## config.mk

```make
export PLATFORM = sky130hd
export DESIGN_NAME = sha256_sched_ctrl
export DESIGN_NICKNAME = d
export VERILOG_FILES = /design/src/rtl/sha256_sched_ctrl.sv
export SDC_FILE = /design/constraint.sdc
export NUM_CORES = 1
export LEC_CHECK = 0
export CORE_AREA = 8 8 474 476
export DETAILED_ROUTE_END_ITERATION = 10
export DIE_AREA = 0 0 482 484
export PLACE_DENSITY_LB_ADDON = 0.05
export RECOVER_POWER = 25
export SLEW_MARGIN = 10
export SYNTH_ARGS = -nofsm -noshare
export SYNTH_HDL_FRONTEND = slang
export SYNTH_SLANG_ARGS = --single-unit
```

## constraint.sdc

```tcl
create_clock -name clk -period 5.86 [get_ports clk]
set_clock_uncertainty 0.05 [all_clocks]
set_input_delay 0.879 -clock clk [delete_from_list [all_inputs] [get_ports clk]]
set_output_delay 0.879 -clock clk [all_outputs]
set_load 0.01 [all_outputs]
```

## src/rtl/sha256_sched_ctrl.sv

```systemverilog
// sha256_sched_ctrl: loads a 512-bit block into the external message-schedule shifter
// and streams W[0..63] with round index, last and done markers.
module sha256_sched_ctrl #(
   parameter int CNT_W = 16
) (
   input  logic             clk,
   input  logic             reset_n,
   input  logic             start,
   input  logic [511:0]     msg_block,
   input  logic             abort,
   output logic             ready,
   output logic             busy,
   output logic             w_valid,
   output logic [5:0]       w_round,
   output logic [31:0]      w_data,
   output logic             w_last,
   output logic             done,
   output logic [CNT_W-1:0] block_count,
   output logic             shf_load,
   output logic [511:0]     shf_parallel_in,
   output logic [31:0]      shf_shift_in,
   input  logic [31:0]      shf_tap_15,
   input  logic [31:0]      shf_tap_14,
   input  logic [31:0]      shf_tap_6,
   input  logic [31:0]      shf_tap_1
);
   typedef enum logic {IDLE, RUN} state_t;
   state_t state, state_nx;
   logic [5:0] rnd, rnd_nx;
   logic run, last;

   function automatic logic [31:0] sig0(input logic [31:0] x);
      return {x[6:0], x[31:7]} ^ {x[17:0], x[31:18]} ^ (x >> 3);
   endfunction

   function automatic logic [31:0] sig1(input logic [31:0] x);
      return {x[16:0], x[31:17]} ^ {x[18:0], x[31:19]} ^ (x >> 10);
   endfunction

   assign run             = state == RUN;
   assign last            = run && rnd == 6'd63;
   assign busy            = run;
   assign w_valid         = run;
   assign w_round         = run ? rnd : 6'd0;
   assign w_data          = run ? shf_tap_15 : 32'd0;
   assign w_last          = last;
   assign shf_parallel_in = msg_block;
   assign shf_shift_in    = sig1(shf_tap_1) + shf_tap_6 + sig0(shf_tap_14) + shf_tap_15;

   // ready already excludes abort, so a load can never coincide with an abort
   always_comb begin
      ready    = (!run || rnd == 6'd63) && !abort;
      shf_load = start && ready;
      state_nx = state;
      rnd_nx   = rnd;
      if (shf_load) begin
         state_nx = RUN;
         rnd_nx   = 6'd0;
      end else if (run && (abort || last)) begin
         state_nx = IDLE;
         rnd_nx   = 6'd0;
      end else if (run)
         rnd_nx = rnd + 6'd1;
   end

   always_ff @(posedge clk) begin
      if (!reset_n) begin
         state       <= IDLE;
         rnd         <= 6'd0;
         done        <= 1'b0;
         block_count <= '0;
      end else begin
         state <= state_nx;
         rnd   <= rnd_nx;
         done  <= last && !abort;
         if (last && !abort)
            block_count <= block_count + CNT_W'(1);
      end
   end
endmodule

```

# Word level (Yosys, flattened, before mapping)
# Cells that the tools add are included.
word_totals:
  input_bits: 644
  wordCells: 30
  regBits: 24
  out_inout_bits: 604
classes:
  n_reduce_logical: 11
  muxes: 4
  add_sub_neg: 5
  bitwise: 5
  eq_ne: 1
op_table:
  columns: ["op", "count"]
  rows:
  - ["adder 32 bit", 3]
  - ["bitwise XOR 32 bit", 2]
  - ["2-to-1 mux 32 bit", 1]
  - ["bitwise XOR 32 x 22 -> 32 bit", 1]
  - ["bitwise XOR 32 x 29 -> 32 bit", 1]
  - ["adder 16 x 1 -> 16 bit, second input constant", 1]
  - ["adder 6 x 1 -> 6 bit, second input constant", 1]
  - ["equality test 6 bit, second input constant", 1]
  - ["2-to-1 mux 6 bit", 1]
  - ["logical AND 1 bit", 5]
  - ["OR reduction 3 bit", 1]
  - ["logical NOT 1 bit", 2]
  - ["logical OR 1 bit", 2]
  - ["2-to-1 mux 1 bit", 2]
  - ["nonzero test 2 bit", 1]
  - ["inverter 1 bit", 1]

# Longest topological paths before layout
# Gate-level depths: netlist (run 1).
logic_depth:
  word_depth: 6
  depth_mapped: 15
  depth_no_buf: 15

# Least setup slack after synthesis (run 1)
# No wires, ideal clock.
synth_timing:
  kind: "input to output"
  from: "input port shf_tap_1[18]"
  to: "output port shf_shift_in[27]"
  path_stages: 14
  slack_ns: 0.756
  path_buffers: 0
  arrival_ns: 4.175
  required_time_ns: 4.931
  path_cell_list: "xor2_1 xnor2_1 fa_1 fa_1 inv_1 ha_1 fa_1 a21oi_1 o2bb2ai_1 o211ai_1 o22ai_1 or2_1 a2111oi_2 a21oi_1"
synth_via:
  elab_chain_len: 5
synth_lines:
  columns: ["element", "line_no", "source"]
  rows:
  - ["from (decl)", "25", "input logic [31:0] shf_tap_1"]
  - ["bitwise XOR 32 bit", "37", "return {x[16:0], x[31:17]} ^ {x[18:0], x[31:19]} ^ (x >> 10);"]
  - ["bitwise XOR 32 x 22 -> 32 bit *", "37", null]
  - ["adder 32 bit * (3 in a row)", "48", "assign shf_shift_in = sig1(shf_tap_1) + shf_tap_6 + sig0(shf_tap_14) + shf_tap_15;"]
  - ["to (decl)", "21", "output logic [31:0] shf_shift_in,"]
# Every way passes the cells marked *; elsewhere a longest branch is shown, timed or not.

# Worst setup path in the final report (run 1)
layout_timing:
  from: "input port shf_tap_1[5]"
  to: "output port shf_shift_in[31]"
layout_via:
  elab_chain_len: 5
layout_lines:
  columns: ["element", "line_no"]
  rows:
  - ["bitwise XOR 32 bit", "37"]
  - ["bitwise XOR 32 x 22 -> 32 bit", "37"]
  - ["adder 32 bit (3 in a row)", "48"]
# Every way passes these cells.

==> results of run 1 <==
[sequential cells by signal, indices dropped and copies added, names as in the netlist]
register     cells
block_count     16
rnd              6
done             1
busy             1
[metrics by stage]
stage | instance area (µm²) | power (mW) | setup slack [ps] | hold slack, ps
global placement | 13500 | 5.10 | -1200 | 463
floorplan | 9520 | 2.21 | 756 | 453
global route | 14600 | 6.14 | -37.2 | 535
detailed placement | 13500 | 5.05 | -1130 | 483
CTS | 14300 | 5.79 | -66.7 | 499
finish | 14600 | 5.54 | 128 | 500
[Yosys cell counts, types with 5 or more instances]
| master | number | area, µm² |
|---|---|---|
| nand4_1 | 5 | 31.3 |
| nor2b_1 | 6 | 37.5 |
| a21o_1 | 16 | 120 |
| and2_1 | 54 | 338 |
| o21ai_0 | 13 | 65.1 |
| buf_4 | 513 | 3850 |
| inv_1 | 124 | 465 |
| and3_1 | 6 | 37.5 |
| xor2_1 | 61 | 534 |
| clkbuf_1 | 8 | 30.0 |
| fa_1 | 62 | 1240 |
| nand3_1 | 11 | 55.1 |
| nand2_1 | 33 | 124 |
| a31oi_1 | 5 | 31.3 |
| xnor2_1 | 105 | 920 |
| nor2_1 | 26 | 97.6 |
| a21oi_1 | 31 | 155 |
| ha_1 | 33 | 413 |
| dfxtp_1 | 24 | 480 |
[layer usage]
metal | vias up | routed length (µm) | part of all wire, % | track usage [%]
li1 | 3058 | - | - | -
met1 | 3250 | 25400 | 35 | 6.00
met2 | 479 | 36400 | 50 | 10.8
met3 | 289 | 6700 | 9.1 | 2.17
met4 | 4 | 4730 | 6.4 | 3.06
met5 | - | 27 | 0.037 | 0
[repair_timing]
action                                  in CTS  in global routing
endpoints found under the setup margin      29                 17
setup buffers                                5                  2
gates resized for setup                    216                 64
pin swaps                                   69                 43
cloned                                       0                  0
[final timing paths]
check	start	to	slack [ps]	cells past startpoint
hold / removal	block_count[10]	block_count[10]	500	2
hold reg to reg	block_count[10]	block_count[10]	500	2
setup / recovery	shf_tap_1[5]	shf_shift_in[31]	130	18
setup reg to reg	rnd[0]	block_count[15]	3300	8
[power by group through the flow]
stage	Clock, mW	Sequential, mW	Combinational (mW)
after floorplan	0	0.168	2.04
after global placement	0	0.170	4.93
after detailed placement	0	0.171	4.88
after CTS	0.228	0.167	5.39
after global routing	0.227	0.167	5.75
final	0.213	0.166	5.16
[area by class of cell]
class                           instances  share of cell area [%]
Clock buffer                            3                   0.514
Inverter                              124                    3.19
Multi-Input combinational cell        521                    38.7
Clock inverter                          1                   0.206
Timing Repair Buffer                  464                    29.3
Tap cell                             2871                    24.6
Antenna cell                           11                   0.189
Sequential cell                        24                    3.30
[worst register-to-register path: stages (launching register included)]
cell and delay [ps]:
dfxtp_1 410, ha_1 290, nand4_4 170, nor4_4 520, nand4_4 210, nor4_4 310
nand4_1 180, xnor2_1 150, and2_1 150
[cell families (layout without fill, tap and decap cells)]
kind of cell,after synthesis,count (layout),share of synthesized area (%)
adder cells (fa/ha/maj),95,95,17.4
buffers and inverters,647,592,45.8
multiplexers,2,2,0.210
AND/OR/NAND/NOR,163,163,9.82
other,0,11,0
flip-flops,24,24,5.05
XOR/XNOR,166,166,15.3
AO/OA/AOI/OAI,95,95,6.53
==> results_dict.tcl, run 1 <==
set metrics [dict create \
    path_common_cell "buf_4" \
    regArea_um2 482 \
    path_buf_inv 6 \
    synthArstFlopShare_pct 0 \
    dr.first_iter.drc_count 115 \
    max_freq_ghz 0.174 \
    drtPass1Iterations 4 \
    final.setup.tns_ps 0 \
    final.min_clock_period_ps 5730 \
    crit_family "adder cells" \
    viasPerCell 1.76 \
    setup_viol 0 \
    gp_congestion 0.635 \
    die_w_um 482 \
    root_buffer "clkbuf_16" \
    fillers 25600 \
    syn-instance-count 1192 \
    drt-total-wl_um 73300 \
    tightest_slew_ps 957 \
    yosys_register_bits 24 \
    final_nets 1877 \
    initial_core_util_pct 4.37 \
    final_common_cell "buf_4" \
    grt_max_degree 26 \
    area_growth_pct 53.3 \
    outcome "complete, no violations" \
    synth_edf_count 0 \
    required_ps 4930 \
    cts_buffers 3 \
    critPathMaxFanout 3 \
    dp.cells 4001 \
    io_buffers 223 \
    layout_common_cells "buf_4, clkdlybuf4s50_1, inv_1" \
    clock_power_share_pct 3.9 \
    slew_headroom_pct 35.7 \
    h-tree-depth 1 \
    multi_input_area_um2 5650 \
    cp_data_arrival_time_ps 4800 \
    cts_tree "yes" \
    ys_warn_count 0 \
    cpPeakStageDelay_ps 550 \
    design.core.area_um2 218000 \
    synth_cell_types 52 \
    internal_power_mw 2.82 \
    holdBufCountCts 0 \
    drv_cap 0 \
    critPathKind "in2out" \
    dp_hpwl_um 67800 \
    crit_path_end_kind "primary output" \
    grt_pass1_vias 8601 \
    drive_above_1_share_pct 35.5 \
    fin_cells 4019 \
    syn_nets 1931 \
    post_drt_wl_per_cell_um 18.2 \
    drc 0 \
    die-area_um2 233000 \
    slew_violations 0 \
    antenna_found_initial 31 \
    fin_crit_sh_pct 97.8 \
    yosysSeqAreaShare_pct 5.05 \
    cp-start-kind "primary input" \
    clkSinkCount 24 \
    leakage_nw 5.22 \
    num_rows 172 \
    p_per_area_nw_per_um2 379 \
    hold_viol_final 0 \
    rsz0062_at_grt "true" \
    vias 7080 \
    synth_flop_cell "dfxtp_1" \
    clkTransAtPathRegs_ps 80 \
    slowest_stage "fa_1" \
    swShare_pct 49.1 \
    min_path_type "reg2reg" \
    die_h_um 484 \
    overflow 0 \
    syn-cell-area_um2 9520 \
    clk_path_buf_depth 2 \
    syn_avg_cell_area_um2 7.99 \
    seqPwrFrac_pct 3.0 \
    io_pins 1248 \
    ir_drop_uv 114 \
    grt_pass1_wl_um 91900 \
    net-switching-power_mw 2.72 \
    grtUsageTotal_pct 5.97 \
    combPwrFrac_pct 93.1 \
    worstPathCellList "dlygate4sd2_1 > xor2_1 > buf_4 > xnor2_1 > buf_4 > fa_1 > fa_1 > inv_1 > ha_4 > and2_4 > and2_1 > a221oi_4 > o22ai_4 > or2_4 > a31oi_4 > xnor2_2 > buf_4 > buf_6" \
    antenna_left 0 \
    clock_latency_ps 280 \
    utilization_pct 6.70 \
]
Power figures use the tool's default switching activity.
==> inputs of run 2 (changes only) <==
- SETUP_SLACK_MARGIN: default -> 0.15
- SKIP_CTS_REPAIR_TIMING: default -> 1
==> run 2 against run 1 <==
Routed wire length hardly changed. Critical path depth is 2 higher. Clock power hardly changed. Via count hardly changed. Combinational power is 5.4% higher. Sequential share of layout area is 0.087 points lower. Worst setup slack worse by 110 ps. Maximum frequency is 1.9% lower. Critical path type unchanged. Critical endpoint unchanged.
==> results_dict.tcl, run 2 (synthesized netlist as in run 1, its figures left out) <==
set metrics [dict create \
    slowest_stage "fa_1" \
    die_h_um 484 \
    tightest_slew_ps 948 \
    outcome "complete, no violations" \
    drtPass1Iterations 4 \
    worst-path-stages 20 \
    grt_pass1_wl_um 91500 \
    dp_hpwl_um 67800 \
    final_design_area_no_fill_um2 15000 \
    required_ps 4930 \
    reg_top3 "block_count: 16 flops, rnd: 6 flops" \
    cts_tree "yes" \
    drc 0 \
    cp-start-kind "primary input" \
    antenna_left 0 \
    combPwrFrac_pct 93.5 \
    drv_cap 0 \
    swShare_pct 48.3 \
    fin_cells 4028 \
    p_per_area_nw_per_um2 388 \
    seqPwrFrac_pct 2.9 \
    vias 7087 \
    antenna_found_initial 32 \
    largest_reg_flops 16 \
    crit_start "shf_tap_1[20]" \
    largest-register "block_count" \
    grt_pass1_vias 8491 \
    total_power_mw 5.82 \
    crit_path_end_kind "primary output" \
    dp.cells 4001 \
    dr.first_iter.drc_count 113 \
    overflow 0 \
    critPathMaxFanout 3 \
    setup_viol 0 \
    slew_headroom_pct 36.3 \
    ir_drop_uv 113 \
    reg2reg_depth 8 \
    hold_viol_final 0 \
    path_buf_inv 7 \
    dpl_cell_area_um2 13500 \
    post_drt_wl_per_cell_um 18.2 \
    clock_latency_ps 280 \
    grtUsageTotal_pct 5.96 \
    final_nets 1887 \
    cp_data_arrival_time_ps 4910 \
    h-tree-depth 1 \
    final_common_cell "buf_4" \
    crit_family "adder cells" \
    worstPathCellList "buf_8 > xor2_4 > xnor2_2 > buf_4 > fa_2 > fa_1 > inv_1 > ha_2 > fa_2 > a21oi_4 > o2bb2ai_4 > o211ai_1 > buf_4 > o22ai_4 > or2_4 > a31oi_4 > buf_6 > xnor2_2 > buf_4 > buf_6" \
    die_w_um 482 \
    clk_path_buf_depth 2 \
    final.min_clock_period_ps 5840 \
    slew_violations 0 \
    path_common_cell "buf_4" \
    num_rows 172 \
    leakage_nw 5.62 \
    max_freq_ghz 0.171 \
    initial_core_util_pct 4.37 \
    min_from "block_count[10]" \
    viasPerCell 1.76 \
    root_buffer "clkbuf_16" \
    critPathKind "in2out" \
    die-area_um2 233000 \
    r2r_start "rnd[0]" \
    drt-total-wl_um 73300 \
    clock_power_share_pct 3.7 \
    net-switching-power_mw 2.81 \
    final.setup.tns_ps 0 \
    min_path_cells 2 \
    gp_congestion 0.635 \
    grt_max_degree 26 \
    rsz0062_at_grt "true" \
    drive_above_1_share_pct 37.3 \
    design.core.area_um2 218000 \
    fin_crit_sh_pct 99.7 \
    cts_buffers 3 \
    min_path_type "reg2reg" \
    cpPeakStageDelay_ps 520 \
    internal_power_mw 3.01 \
    io_buffers 223 \
    io_pins 1248 \
    area_growth_pct 57.5 \
    clkSinkCount 24 \
    utilization_pct 6.88 \
    clkTransAtPathRegs_ps 80 \
    layout_common_cells "buf_4, clkdlybuf4s50_1, inv_1" \
]
==> run 2: changes by cell type in the layout (fill, tap and decap cells not counted), sizes merged, moves of 4 or more <==
cell           delta
clkbuf            +4
clkdlybuf4s50     -6
dlygate4sd2      -22
clkdlybuf4s15     -6
buf              +10
dlymetal6s2s     +30
==> run 2: final timing paths <==
kind,slack [ps],endpoint
setup / recovery,20,shf_shift_in[31]
hold / removal,500,block_count[10]
setup reg to reg,3320,block_count[15]
hold reg to reg,500,block_count[10]
==> run 2: power groups by stage <==
stage | clock (mW) | combinational, mW | sequential (mW)
6_report | 0.213 | 5.44 | 0.166
5_1_grt | 0.227 | 6.04 | 0.167
4_1_cts | 0.228 | 4.91 | 0.167
3_5_place_dp | 0 | 4.88 | 0.171
3_3_place_gp | 0 | 4.93 | 0.170
2_1_floorplan | 0 | 2.04 | 0.168
==> run 2: worst min-delay path: cells and delay by family, from the launching register on <==
| family | cells | cell delay (ps) |
|---|---|---|
| AO/OA/AOI/OAI | 2 | 150 |
| flip-flops | 1 | 350 |
==> run 2: layout make-up <==
cell class                      count  area [µm²]
Fill cell                       25600      203000
Multi-Input combinational cell    521        5800
Clock inverter                      1        30.0
Antenna cell                       10        25.0
Tap cell                         2871        3590
Clock buffer                        3        75.1
Inverter                          124         465
Sequential cell                    24         482
Timing Repair Buffer              474        4520
==> run 2: per-layer routing <==
metal	vias up	GRT usage, %	share of wire, %
met1	3244	6.01	35
met3	288	2.17	9.1
met5	-	0	0.037
li1	3067	-	-
met4	4	3.06	6.4
met2	484	10.7	50
==> run 2: through the flow <==
stage / hold slack, ps / setup WS [ps]
2_1_floorplan: 453 / 756
3_3_place_gp: 463 / -1200
3_5_place_dp: 483 / -1130
4_1_cts: 499 / -1190
5_1_grt: 535 / -196
6_report: 500 / 16.5
==> inputs of run 3 (changes only) <==
- CORE_AREA: 8 8 474 476 -> 2 2 482 484
- DIE_AREA: 0 0 482 484 -> 0 0 484 486
- RECOVER_POWER: 25 -> default
- SETUP_SLACK_MARGIN: 0.15 -> default
==> run 3 against run 2 <==
Worst setup slack improved by 93 ps. Final area increased by 3.1%. Sequential share of layout area fell by 0.097 points. Utilization is 0.15 points lower. Critical path type unchanged. Highest routed layer unchanged.
==> results_dict.tcl, run 3 (synthesized netlist as in run 1, its figures left out) <==
set metrics [dict create \
    p_per_area_nw_per_um2 398 \
    clk_path_buf_depth 2 \
    reg2reg_depth 7 \
    r2r_start "busy" \
    min_from "rnd[1]" \
    regArea_um2 482 \
    viasPerCell 1.70 \
    clkTransAtPathRegs_ps 70 \
    slew_headroom_pct 29.3 \
    dp_hpwl_um 67900 \
    antenna_left 0 \
    cts_tree "yes" \
    clkSinkCount 24 \
    slew_violations 0 \
    io_buffers 223 \
    multi_input_area_um2 5800 \
    antenna_found_initial 34 \
    vias 7129 \
    h-tree-depth 1 \
    final_nets 1908 \
    die_h_um 486 \
    drt-total-wl_um 72500 \
    outcome "complete, no violations" \
    required_ps 4930 \
    area_growth_pct 62.4 \
    drive_above_1_share_pct 39.6 \
    grt_max_degree 32 \
    cp-start-kind "primary input" \
    reg_top3 "block_count: 16 flops, rnd: 6 flops" \
    final_common_cell "buf_4" \
    rrSetupSlack_ps 2910 \
    gp_congestion 0.651 \
    grt_pass1_vias 8255 \
    root_buffer "clkbuf_16" \
    max_freq_ghz 0.174 \
    die_w_um 484 \
    largest_reg_flops 16 \
    rsz0062_at_grt "true" \
    largest-register "block_count" \
    critPathKind "in2out" \
    crit_path_end_kind "primary output" \
    drv_cap 0 \
    clock_latency_ps 270 \
    drtPass1Iterations 4 \
    leakage_nw 5.83 \
    overflow 0 \
    dr.first_iter.drc_count 155 \
    final.min_clock_period_ps 5750 \
    worstReg2RegEnd "block_count[15]" \
    io_pins 1248 \
    fillers 27000 \
    post_drt_wl_per_cell_um 17.3 \
    utilization_pct 6.74 \
    total_power_mw 6.16 \
    die-area_um2 235000 \
    tightest_slew_ps 1050 \
    critPathMaxFanout 3 \
    cp_data_arrival_time_ps 4820 \
    grtUsageTotal_pct 5.93 \
    design.core.area_um2 229000 \
    fin_crit_sh_pct 98.1 \
    hold_viol_final 0 \
    timing.final.ws_setup_ps 109 \
    drc 0 \
    worst_hold_path.endpoint "rnd[1]" \
    grt_pass1_wl_um 90800 \
    min_path_type "reg2reg" \
    pre_cts_ws_ps -1220 \
    cts_buffers 3 \
    min_path_cells 2 \
    initial_core_util_pct 4.15 \
    ir_drop_uv 165 \
    num_rows 176 \
    layout_common_cells "buf_4, clkdlybuf4s50_1, inv_1" \
    final.setup.tns_ps 0 \
    setup_viol 0 \
]
-- run 3: worst max path at each step --
stage,cells past startpoint,endpoint,slack [ps],start
floorplan,14,shf_shift_in[27],760,shf_tap_1[18]
global route,20,shf_shift_in[29],-90,shf_tap_1[23]
global placement,20,shf_shift_in[27],-1360,shf_tap_1[18]
CTS,20,shf_shift_in[27],-1280,shf_tap_1[18]
detailed placement,20,shf_shift_in[27],-1220,shf_tap_1[18]
finish,16,shf_shift_in[31],110,shf_tap_15[14]
-- run 3: metal layers --
metal	vias to the layer above	wire length [µm]	share of wire (%)	GRT usage, %
met3	260	5900	8.1	2.07
met4	20	3380	4.7	2.34
li1	3106	-	-	-
met1	3235	30500	42	7.15
met2	508	32600	45	9.57
met5	-	114	0.16	0
-- run 3: metrics by stage --
stage | instance area (µm²) | std cells | hold WS [ps]
after floorplan | 9520 | 1192 | 453
after global placement | 14100 | 4188 | 503
after detailed placement | 14100 | 4188 | 520
after CTS | 14200 | 4192 | 537
after global routing | 15500 | 4194 | 564
final | 15500 | 4197 | 526
-- run 3: layout make-up --
type,instances,share of cell area (%)
multi-input combinational,521,37.5
timing repair buffer,495,31.2
tap,3026,24.5
sequential,24,3.12
inverter,124,3.03
clock buffer,4,0.575
antenna,3,0.0486
-- run 3: power by group --
part / internal (mW) / switching [mW]
sequential: 0.164 / 0.00454
combinational: 2.98 / 2.83
clock: 0.105 / 0.0732
-- run 3: critical path, stage by stage --
cell and delay [ps]:
clkdlybuf4s50_1 480, inv_1 150, fa_1 540, fa_1 550, inv_1 50, ha_1 320
a21oi_1 220, o21ai_4 120, a221oi_4 360, o22ai_4 110, buf_6 140, or2_4 260
buf_6 140, a31oi_4 220, xnor2_2 140, buf_6 140
